===== src/rtl/adg_mux_scanner_pkg.sv =====
// Shared types, mode encodings and phase-length helper for the ADG7xx mux channel sequencer.
package adg_mux_scanner_pkg;

    typedef enum logic [2:0] {
        ST_IDLE  = 3'd0,
        ST_SETUP = 3'd1,
        ST_WRITE = 3'd2,
        ST_HOLD  = 3'd3,
        ST_DWELL = 3'd4
    } state_t;

    localparam logic [1:0] MODE_SCAN   = 2'd0;
    localparam logic [1:0] MODE_STEP   = 2'd1;
    localparam logic [1:0] MODE_MANUAL = 2'd2;
    localparam logic [1:0] MODE_OFF    = 2'd3;

    // Number of cycles a phase occupies; IDLE has no timed length.
    function automatic int unsigned phase_len(input state_t s,
                                              input int unsigned setup_c,
                                              input int unsigned wr_c,
                                              input int unsigned hold_c,
                                              input int unsigned dwell_c);
        int unsigned len;
        len = 1;
        case (s)
            ST_SETUP: len = setup_c;
            ST_WRITE: len = wr_c;
            ST_HOLD:  len = hold_c;
            ST_DWELL: len = dwell_c;
            default:  len = 1;
        endcase
        return len;
    endfunction

endpackage


===== src/rtl/adg_mux_scanner_phase_timer.sv =====
// Loadable down-counter timing the SETUP/WRITE/HOLD/DWELL phases; done is registered.
module phase_timer #(
    parameter int unsigned CNT_W = 4
) (
    input  logic             clk,
    input  logic             rst,
    input  logic             load,
    input  logic [CNT_W-1:0] load_val,
    output logic             done
);

    logic [CNT_W-1:0] cnt;

    // done mirrors (cnt == 0) but is produced from the next count value.
    always_ff @(posedge clk) begin
        if (rst) begin
            cnt  <= '0;
            done <= 1'b1;
        end else if (load) begin
            cnt  <= load_val;
            done <= (load_val == '0);
        end else if (cnt != '0) begin
            cnt  <= cnt - CNT_W'(1);
            done <= (cnt == CNT_W'(1));
        end
    end

endmodule


===== src/rtl/adg_mux_scanner.sv =====
// Channel sequencer for ADG7xx analog muxes: ordered CS/WR/EN writes, scan/step/manual modes.
module adg_mux_scanner
    import adg_mux_scanner_pkg::*;
#(
    parameter int unsigned NUM_CH            = 32,
    parameter int unsigned ADDR_W            = 5,
    parameter int unsigned DWELL_CYCLES      = 10_000_000,
    parameter int unsigned SETUP_CYCLES      = 2,
    parameter int unsigned WR_PULSE_CYCLES   = 2,
    parameter int unsigned HOLD_CYCLES       = 2,
    parameter int unsigned BREAK_BEFORE_MAKE = 1
) (
    input  logic              clk,
    input  logic              rst,
    input  logic [1:0]        mode,
    input  logic              run,
    input  logic              step,
    input  logic [ADDR_W-1:0] manual_ch,
    output logic              en_n,
    output logic              cs_n,
    output logic              wr_n,
    output logic [ADDR_W-1:0] addr,
    output logic [ADDR_W-1:0] cur_ch,
    output logic              settled,
    output logic              ch_strobe,
    output logic              scan_done,
    output logic              sel_err
);

    localparam int unsigned MAX_SWH = (SETUP_CYCLES > WR_PULSE_CYCLES)
                                    ? ((SETUP_CYCLES > HOLD_CYCLES) ? SETUP_CYCLES : HOLD_CYCLES)
                                    : ((WR_PULSE_CYCLES > HOLD_CYCLES) ? WR_PULSE_CYCLES : HOLD_CYCLES);
    localparam int unsigned MAX_LEN = (DWELL_CYCLES > MAX_SWH) ? DWELL_CYCLES : MAX_SWH;
    localparam int unsigned CNT_W   = $clog2(MAX_LEN + 1);

    state_t            state, state_nxt;
    logic [ADDR_W-1:0] target, target_nxt;
    logic [1:0]        mode_q, mode_q_nxt;
    logic              written, written_nxt;
    logic              en_n_nxt, cs_n_nxt, wr_n_nxt;
    logic [ADDR_W-1:0] addr_nxt, cur_ch_nxt;
    logic              settled_nxt, ch_strobe_nxt, scan_done_nxt, sel_err_nxt;
    logic              timer_load, timer_done;
    logic [CNT_W-1:0]  timer_val;
    logic              manual_ok;

    function automatic logic [ADDR_W-1:0] next_ch(input logic [ADDR_W-1:0] c);
        return (32'(c) == NUM_CH - 1) ? '0 : c + ADDR_W'(1);
    endfunction

    assign manual_ok = (32'(manual_ch) < NUM_CH);

    phase_timer #(.CNT_W(CNT_W)) u_timer (
        .clk      (clk),
        .rst      (rst),
        .load     (timer_load),
        .load_val (timer_val),
        .done     (timer_done)
    );

    // State and output registers.
    always_ff @(posedge clk) begin
        if (rst) begin
            state     <= ST_IDLE;
            target    <= '0;
            mode_q    <= MODE_SCAN;
            written   <= 1'b0;
            en_n      <= 1'b1;
            cs_n      <= 1'b1;
            wr_n      <= 1'b1;
            addr      <= '0;
            cur_ch    <= '0;
            settled   <= 1'b0;
            ch_strobe <= 1'b0;
            scan_done <= 1'b0;
            sel_err   <= 1'b0;
        end else begin
            state     <= state_nxt;
            target    <= target_nxt;
            mode_q    <= mode_q_nxt;
            written   <= written_nxt;
            en_n      <= en_n_nxt;
            cs_n      <= cs_n_nxt;
            wr_n      <= wr_n_nxt;
            addr      <= addr_nxt;
            cur_ch    <= cur_ch_nxt;
            settled   <= settled_nxt;
            ch_strobe <= ch_strobe_nxt;
            scan_done <= scan_done_nxt;
            sel_err   <= sel_err_nxt;
        end
    end

    // Next state, then output values derived from the state being entered.
    always_comb begin
        state_nxt   = state;
        target_nxt  = target;
        mode_q_nxt  = mode_q;
        sel_err_nxt = 1'b0;

        case (state)
            ST_IDLE: begin
                if (mode == MODE_SCAN && run) begin
                    state_nxt  = ST_SETUP;
                    target_nxt = cur_ch;
                end else if (mode == MODE_STEP && run && step) begin
                    state_nxt  = ST_SETUP;
                    target_nxt = next_ch(cur_ch);
                end else if (mode == MODE_MANUAL && step) begin
                    if (manual_ok) begin
                        state_nxt  = ST_SETUP;
                        target_nxt = manual_ch;
                    end else begin
                        sel_err_nxt = 1'b1;
                    end
                end
            end
            ST_SETUP: if (timer_done) state_nxt = ST_WRITE;
            ST_WRITE: if (timer_done) state_nxt = ST_HOLD;
            ST_HOLD:  if (timer_done) state_nxt = ST_DWELL;
            ST_DWELL: begin
                case (mode)
                    MODE_SCAN: begin
                        if (timer_done) begin
                            if (run) begin
                                state_nxt  = ST_SETUP;
                                target_nxt = next_ch(cur_ch);
                            end else begin
                                state_nxt = ST_IDLE;
                            end
                        end
                    end
                    MODE_STEP: begin
                        if (!run) begin
                            state_nxt = ST_IDLE;
                        end else if (step) begin
                            state_nxt  = ST_SETUP;
                            target_nxt = next_ch(cur_ch);
                        end
                    end
                    MODE_MANUAL: begin
                        if (step) begin
                            if (manual_ok) begin
                                state_nxt  = ST_SETUP;
                                target_nxt = manual_ch;
                            end else begin
                                sel_err_nxt = 1'b1;
                            end
                        end
                    end
                    default: state_nxt = ST_IDLE;
                endcase
            end
            default: state_nxt = ST_IDLE;
        endcase

        if (state_nxt == ST_SETUP && state != ST_SETUP) begin
            mode_q_nxt = mode;
        end

        timer_load = (state_nxt != state);
        timer_val  = CNT_W'(phase_len(state_nxt, SETUP_CYCLES, WR_PULSE_CYCLES,
                                      HOLD_CYCLES, DWELL_CYCLES) - 1);

        addr_nxt    = (state_nxt == ST_SETUP && state != ST_SETUP) ? target_nxt : addr;
        cur_ch_nxt  = (state_nxt == ST_HOLD && state == ST_WRITE) ? target : cur_ch;
        written_nxt = written | (state_nxt == ST_HOLD);
        cs_n_nxt    = !(state_nxt inside {ST_SETUP, ST_WRITE, ST_HOLD});
        wr_n_nxt    = (state_nxt != ST_WRITE);
        settled_nxt = (state_nxt == ST_DWELL);

        // Without break-before-make the mux stays enabled across later channel changes.
        en_n_nxt = 1'b1;
        if (state_nxt == ST_DWELL) begin
            en_n_nxt = 1'b0;
        end else if (state_nxt != ST_IDLE && BREAK_BEFORE_MAKE == 0 && written_nxt) begin
            en_n_nxt = 1'b0;
        end

        ch_strobe_nxt = (state_nxt == ST_DWELL && state == ST_HOLD);
        scan_done_nxt = ch_strobe_nxt && (mode_q == MODE_SCAN) && (32'(target) == NUM_CH - 1);
    end

endmodule


===== config.mk =====
export PLATFORM = sky130hd
export DESIGN_NAME = adg_mux_scanner
export DESIGN_NICKNAME = d
export VERILOG_FILES = /design/src/rtl/adg_mux_scanner_pkg.sv /design/src/rtl/adg_mux_scanner_phase_timer.sv /design/src/rtl/adg_mux_scanner.sv
export SDC_FILE = /design/constraint.sdc
export NUM_CORES = 1
export LEC_CHECK = 0
export CORE_ASPECT_RATIO = 1.5
export CORE_MARGIN = 1
export CORE_UTILIZATION = 46
export DETAILED_ROUTE_END_ITERATION = 6
export GPL_ROUTABILITY_DRIVEN = 0
export PLACE_DENSITY = 0.74
export SETUP_SLACK_MARGIN = 0.4
export SLEW_MARGIN = 20
export SYNTH_ARGS = -nofsm -noshare
export SYNTH_HDL_FRONTEND = slang
export SYNTH_SLANG_ARGS = --single-unit

===== constraint.sdc =====
create_clock -name clk -period 2.2 [get_ports clk]
set_input_delay 0.22 -clock clk [delete_from_list [all_inputs] [get_ports clk]]
set_output_delay 0.22 -clock clk [all_outputs]
set_load 0.03 [all_outputs]

After elaboration in Yosys (flattened, before gate mapping)
Index checks and enable logic that the tools add are counted.
- add/sub/neg operators: 3
- multipliers: 0
- div/mod/pow operators: 0
- order comparisons: 0
- equal/unequal tests: 16
- shift operators: 0
- multiplexer cells: 29
- bitwise operators: 0
- reductions and logical operators: 18
- operators by type and width (cell ; number):
    two-way mux 24 bit ; 2
    case mux 24 bit (2 select lines) ; 1
    subtractor 24 x 1 -> 24 bit, second input constant ; 2
    two-way mux 5 bit ; 9
    two-way mux 3 bit ; 9
    equality test 24 x 1 -> 1 bit, second input constant ; 1
    zero test 24 bit ; 1
    nonzero test 24 bit ; 1
    case mux 3 bit (5 select lines) ; 1
    case mux 5 bit (3 select lines) ; 1
    equality test 3 x 2 -> 1 bit, second input constant ; 4
    equality test 5 bit, second input constant ; 2
    case mux 5 bit (2 select lines) ; 1
    logical AND 1 bit ; 9
    case mux 3 bit (3 select lines) ; 1
    equality test 3 x 1 -> 1 bit, second input constant ; 2
    equality test 3 bit, second input constant ; 2
    adder 5 x 1 -> 5 bit, second input constant ; 1
    zero test 2 bit ; 2
    two-way mux 1 bit ; 4
    zero test 3 bit ; 1
    != test 3 x 1 -> 1 bit, second input constant ; 1
    != test 3 x 2 -> 1 bit, second input constant ; 1
    != test 3 bit ; 1
    other kinds (6) ; 6
- register bits after elaboration: 51
- latch bits: 0
- memory bits (writable): 0
- memory bits (read-only): 0
- input port bits: 11
- output and inout bits: 17
- memories kept: 0

Depth between registers and ports, before layout
Gate-level depths: netlist of run 1.
- word-level depth: 12
- mapped depth: 8
- gate-level depth less buffers: 8

By module
Synthesis of run 1 repeated with hierarchy kept, for this count alone.
- cells, all modules: 386
- area, all modules: 3270.6 um2
- by module, submodules not included (module ; instances ; cells each ; area an instance (um2) ; seq. area each (um2)):
    adg_mux_scanner ; 1 ; 199 ; 1739.2 ; 520.5
    phase_timer ; 1 ; 187 ; 1531.5 ; 500.5

Worst setup path before layout of run 1
OpenSTA, ideal clock, no wires.
- path kind: reg-to-reg
- from: register u_timer.cnt[15]
- to: register u_timer.cnt[10]
- arrival: 2.172 ns
- data required time: 2.054 ns
- path slack: -0.118 ns
- cell stages (with the launch flop): 7
- path buffers: 1
- clock period less this slack: 2.318 ns
- cell sequence: dfxtp_1 or4_4 or4_4 nor4_4 and3_1 buf_4 a2111oi_0
- cells in the longest elaborated chain, start to end: 2
- ends and longest elaborated chain (item ; RTL line ; source):
    start, declared ; adg_mux_scanner_phase_timer.sv:12 ; logic [CNT_W-1:0] cnt;
    start signal, assigned ; adg_mux_scanner_phase_timer.sv:20 ; cnt <= load_val;
    start signal, assigned ; adg_mux_scanner_phase_timer.sv:23 ; cnt <= cnt - CNT_W'(1);
    nonzero test 24 bit ; adg_mux_scanner_phase_timer.sv:22 ; end else if (cnt != '0) begin
    nonzero test 2 bit (no source line) ; -- ;
No other way between the ends.
A chain may end at the register's enable or synchronous reset.

Worst setup path after layout of run 1
- from: register u_timer.cnt[15]
- to: register u_timer.cnt[2]
Same word-level chain as after synthesis.

==> qor.yml, run 1 <==
run_status:
  outcome: "finished with violations"
  violations: "setup timing"
clocking:
  numCtsBuffers: 5
  clock_latency_ps: 330
  cts.sinks: 51
  clockBufferDepth: 2
  cts_tree: "yes"
  root_buffer: "clkbuf_8"
  cts.clk_slew.worst_paths_ps: 100
  hold_buffers: 0
  h-tree-depth: 2
final_layout:
  antennaDiodeCount: 0
  nets: 448
  syn_to_final_growth_pct: 52.67
  utilization_pct: 73.54
  final_layout_size_suffix_gt1_share_pct: 43.32
sta:
  worst_slew_margin_rel_pct: 60.95
  tightest_slew_ps: 582.3
  fin_setup_tns_ps: -2.810
  fin_hold_ws_ps: 498.2
  fin_crit_ps: 2202
  slew_violations: 0
  rsz0062_at_grt: "true"
  finClkSkew_ps: 15.69
  fin_ws_ps: -2.371
  finalCritPeriodShare_pct: 100.1
  setup_viol: 2
  fmax_ghz: 0.4541
  finalHoldViolations: 0
routing:
  vias_per_cell: 6.285
  drc: 0
  final_antenna_net_count: 0
  wl_per_cell_microns: 19.71
  vias: 3193
  drt_first_iter_violations: 173
  drt_pre_antenna_iters: 6
  wirelength_mm: 10.01
logic_synthesis:
  avgSynthCellArea_sq_um: 8.773
  syn_inst: 339
  muxShareOfSynthArea_pct: 5.301
  synth_compound_area_share_pct: 24.32
  synth.net_count: 354
  synth_flop_cell: "dfxtp_1"
  synth_xor_area_share_pct: 3.828
  synth_cell_types: 65
  synth_edf_count: 0
  syn_area_sq_um: 2974
  yosysSeqAreaShare_pct: 34.33
  async_flop_share_pct: 0
  yosys_warnings: 0
  synth_top_family_by_area: "simple AND/OR/NAND/NOR gates"
  yosys.area_share.simple_pct: 26.63
  synth_seq_cells: 51
  synthAdderAreaFrac_pct: 1.683
setup_path:
  arrival_ps: 2420
  r2r_start: "u_timer.cnt[15]"
  cp_max_fo: 7
  endpoint_kind: "register"
  crit_type: "reg -> reg"
  r2r_end: "u_timer.cnt[2]"
  reg2reg_slack_ps: -2
  rr_worst_depth: 6
  startpoint: "u_timer.cnt[15]"
  startpoint_type: "register"
  cp.required_ps: 2410
placed_design:
  portBuffers: 26
  post-dp-hpwl_mm: 6.176
global_route:
  grt_max_degree: 19
  grt_pass1_wl_mm: 15.41
  grt.total_usage_pct: 30.53
  grt_overflow: 0
  first_global_vias: 3199
  grt_antenna_before_repair: 0
pwr:
  power_leakage_nw: 1.697
  ir_drop_mv: 0.9892
  p_per_area_nw_per_um2: 1419
run:
  cap_violations: 0
min_path:
  worstHoldEndpoint: "mode_q[0]"
  worstHoldStart: "mode_q[0]"
  min_path_cells: 2
  hp-class: "reg -> reg"
floorplan:
  die_area_sq_um: 6797
  fp-row-count: 35
  dieHeight_microns: 100.5
  ioPinCount: 28
  design.core.area_sq_um: 6175
  initial_utilization_pct: 48.17
  die_w_microns: 67.65
## synth_stat cells (7+ instances only)
cell type  instances  area, sq um
nor2b_1           10        62.56
nor2_1            27        101.4
mux2i_1            9        90.09
nor3_1             8        40.04
xnor2_1            7        61.31
dfxtp_1           51         1021
clkbuf_1          15        56.30
or3_1             14        87.58
a21oi_1           25        125.1
inv_1              7        26.28
a2111oi_2          7        105.1
o21ai_0           19        95.09
nand2_1           18        67.56
## layer usage
metal	up-vias	track usage (%)	part of all wire, %
li1	1474	-	-
met1	1544	28.36	36
met2	121	56.13	54
met3	54	4.412	3.1
met4	0	24.39	7.1
met5	-	0	0
## flip-flops by register name, indices dropped and copies added, names as in the netlist
signal and count:
u_timer.cnt 24, target 5, scan_done 1, settled 1, u_timer.done 1, ch_strobe 1
en_n 1, mode_q 2, addr 5, wr_n 1, cur_ch 5, state 3
cs_n 1
## worst max path at each step
stage                            endpoint  slack [ps]  depth (start not counted)
after global placement    u_timer.cnt[10]        -100                          6
after global routing       u_timer.cnt[2]         -70                          6
final                      u_timer.cnt[2]          -2                          6
after detailed placement  u_timer.cnt[10]        -180                          6
after CTS                 u_timer.cnt[22]          60                          8
after floorplan           u_timer.cnt[10]         -80                          6
## critical path, stage by stage, from the launching register on
cell	delay (ps)
dfxtp_2	330
or4_4	540
or4_4	460
nor4_4	170
buf_6	180
nor2_4	100
a2111oi_4	320
## what timing repair did
| action | in CTS | in global routing |
|---|---|---|
| resized for setup | 69 | 50 |
| pin swaps | 26 | 23 |
| gates cloned | 1 | 0 |
| endpoints found under the setup margin | 34 | 32 |
| buffers inserted | 12 | 11 |
## power by group
group,internal (mW),total [mW],switching [mW]
Clock,0.237,0.611,0.374
Combinational,2.12,4.33,2.21
Sequential,1.20,1.50,0.306
## kinds of logic (layout without fill, tap and decap cells)
family | count (synthesis) | after routing
and+or+nand+nor | 131 | 132
muxes | 15 | 15
other | 1 | 1
adders and majority gates | 4 | 4
xor gates and xnor gates | 13 | 13
DFF | 51 | 51
AOI/OAI and AO/OA | 97 | 97
buffers and inverters | 27 | 121
## through the flow
| step | instances | instance area [sq um] | setup slack, ps | power, mW |
|---|---|---|---|---|
| 3_5_place_dp | 476 | 3719 | -176.3 | 4.508 |
| 4_1_cts | 497 | 4248 | 64.16 | 5.871 |
| 3_3_place_gp | 476 | 3719 | -96.15 | 4.445 |
| 6_report | 508 | 4541 | -2.371 | 6.443 |
| 2_1_floorplan | 339 | 3019 | -79.91 | 3.478 |
| 5_1_grt | 508 | 4541 | -74.35 | 6.794 |
## cell usage in the layout, fill, tap and decap left out, types with 4 or more instances in the layout
cell,Yosys,layout
a21oi_2,0,4
o21ai_1,0,4
nor2b_1,10,6
mux2_2,6,4
nand3_1,4,4
o21ai_0,19,12
dfxtp_2,0,9
nand2_1,18,17
and2_1,5,4
nor2_1,27,21
mux2i_1,9,6
xor2_1,6,6
dfxtp_4,0,5
a21oi_1,25,20
a2111oi_4,0,9
nor3_1,8,7
nor2_2,1,6
or3_1,14,12
buf_6,0,12
dfxtp_1,51,37
nand4b_1,5,5
clkbuf_8,0,5
inv_1,7,6
nand3b_1,4,4
buf_4,3,66
clkdlybuf4s50_1,0,22
xnor2_1,7,6
or4_4,2,5
and3b_1,5,5
## layout make-up
class,count,area [sq um]
inverter,7,26.28
timing repair buffer,106,928.4
clock buffer,5,68.82
fill,391,1634
tap,74,92.59
clock inverter,3,28.78
sequential,51,1051
multi-input combinational,262,2345
Power figures use the tool's default switching activity.
==> inputs of run 2 (changes only) <==
--- a/config.mk
+++ b/config.mk
@@ -7,10 +7,10 @@
 export LEC_CHECK = 0
 export CORE_ASPECT_RATIO = 1.5
 export CORE_MARGIN = 1
-export CORE_UTILIZATION = 46
+export CORE_UTILIZATION = 52
 export DETAILED_ROUTE_END_ITERATION = 6
 export GPL_ROUTABILITY_DRIVEN = 0
-export PLACE_DENSITY = 0.74
+export PLACE_DENSITY = 0.81
 export SETUP_SLACK_MARGIN = 0.4
 export SLEW_MARGIN = 20
 export SYNTH_ARGS = -nofsm -noshare
==> run 2 against run 1 <==
Effect of this change:
- the flow still finishes with violations (setup timing)
- largest cell class unchanged
- non-clock buffer count grew 3
- clock skew shrank 4.5 ps
- die area shrank 11%
==> qor.yml, run 2 (synthesis gave the netlist of run 1 again) <==
final_layout:
  postLayoutCellArea_sq_um: 4512
  final_layout_size_suffix_gt1_share_pct: 42.11
  nets: 451
  top_register: "u_timer.cnt"
  syn_to_final_growth_pct: 51.70
  final_cells: 507
  antennaDiodeCount: 0
  final_common_cell: "buf_4"
  utilization_pct: 82.16
  largest_register_ffs: 24
  final_cell_mix: "buf_4 (70), dfxtp_1 (40), clkdlybuf4s50_1 (23)"
clocking:
  numCtsBuffers: 5
  root_buffer: "clkbuf_8"
  clockBufferDepth: 2
  cts_tree: "yes"
  cts.sinks: 51
  clock_latency_ps: 320
  h-tree-depth: 2
  cts.clk_slew.worst_paths_ps: 100
pwr:
  p_per_area_nw_per_um2: 1442
  ir_drop_mv: 0.8082
  power_mw: 6.505
  power_leakage_nw: 1.690
placed_design:
  placed_area_sq_um: 3679
  dp_cells: 469
  portBuffers: 26
  post-dp-hpwl_mm: 6.217
  place_ws_ps: -144.5
routing:
  vias: 3544
  drc: 0
  wl_per_cell_microns: 24.13
  drt_pre_antenna_iters: 6
  wirelength_mm: 12.24
  final_antenna_net_count: 0
  drt_first_iter_violations: 317
  vias_per_cell: 6.990
sta:
  fin_crit_ps: 2286
  finClkSkew_ps: 11.22
  slew_violations: 0
  fmax_ghz: 0.4374
  finalHoldViolations: 0
  finalCritPeriodShare_pct: 103.9
  rsz0062_at_grt: "true"
  fin_setup_tns_ps: -461.3
  fin_hold_ws_ps: 492.4
  setup_viol: 13
  fin_ws_ps: -86.16
global_route:
  first_global_vias: 3359
  grt.total_usage_pct: 36.20
  grt_antenna_before_repair: 0
  grt_max_degree: 19
  grt_pass1_wl_mm: 16.68
  grt_overflow: 0
floorplan:
  die_area_sq_um: 6032
  initial_utilization_pct: 54.16
  ioPinCount: 28
  fp-row-count: 33
  die_w_microns: 63.75
  design.core.area_sq_um: 5492
  dieHeight_microns: 94.63
min_path:
  hp-class: "reg -> reg"
  min_path_cells: 2
setup_path:
  crit_type: "reg -> reg"
  endpoint_kind: "register"
  rr_worst_depth: 6
  startpoint_type: "register"
  cp_max_fo: 7
  arrival_ps: 2490
  cp.required_ps: 2400
run:
  cap_violations: 0
run_status:
  outcome: "finished with violations"
  violations: "setup timing"
[run 2: cell count changes in the layout (fill, tap and decap cells not counted), sizes merged]
cell           delta
buf               +3
clkdlybuf4s50     +1
dlygate4sd2       +1
dlymetal6s2s      -2
[run 2: report_power, final]
| part | internal, mW | total, mW | leakage, nW | switching (mW) |
|---|---|---|---|---|
| logic | 2.06 | 4.39 | 1.22 | 2.33 |
| clock network | 0.237 | 0.605 | 0.0502 | 0.369 |
| registers | 1.19 | 1.51 | 0.422 | 0.321 |
[run 2: cell type report]
class,count,area (sq um)
clock buffers,5,68.82
clock inverters,3,28.78
fillers,270,979.7
inverters,7,28.78
multi-input cells,262,2320
flip-flops and latches,51,1050
well taps,70,87.58
repair buffers,109,928.4
[run 2: layer usage]
layer  global-route usage (%)  up-vias  share of wire (%)
li1                         -     1488                  -
met1                    34.70     1677                 33
met2                    66.49      256                 51
met3                    5.676      123                6.6
met4                    30.87        0                9.9
met5                        0        -                  0
[run 2: final timing paths]
kind                          to       startpoint  slack [ps]
setup / recovery  u_timer.cnt[9]  u_timer.cnt[15]         -90
hold / removal         mode_q[0]        mode_q[0]         490
setup reg to reg  u_timer.cnt[9]  u_timer.cnt[15]         -90
hold reg to reg        mode_q[0]        mode_q[0]         490
[run 2: critical path: stages, from the launching register on]
cell and delay (ps):
dfxtp_2 340, or4_4 530, or4_4 470, nor4_4 230
buf_6 180, nor2_4 90, a2111oi_2 350
[run 2: what timing repair did]
item	in CTS	in global routing
hold buffers	0	0
endpoints found under the setup margin	33	35
setup buffers	14	13
pin swaps	28	25
cloned	3	0
resized for setup	76	34
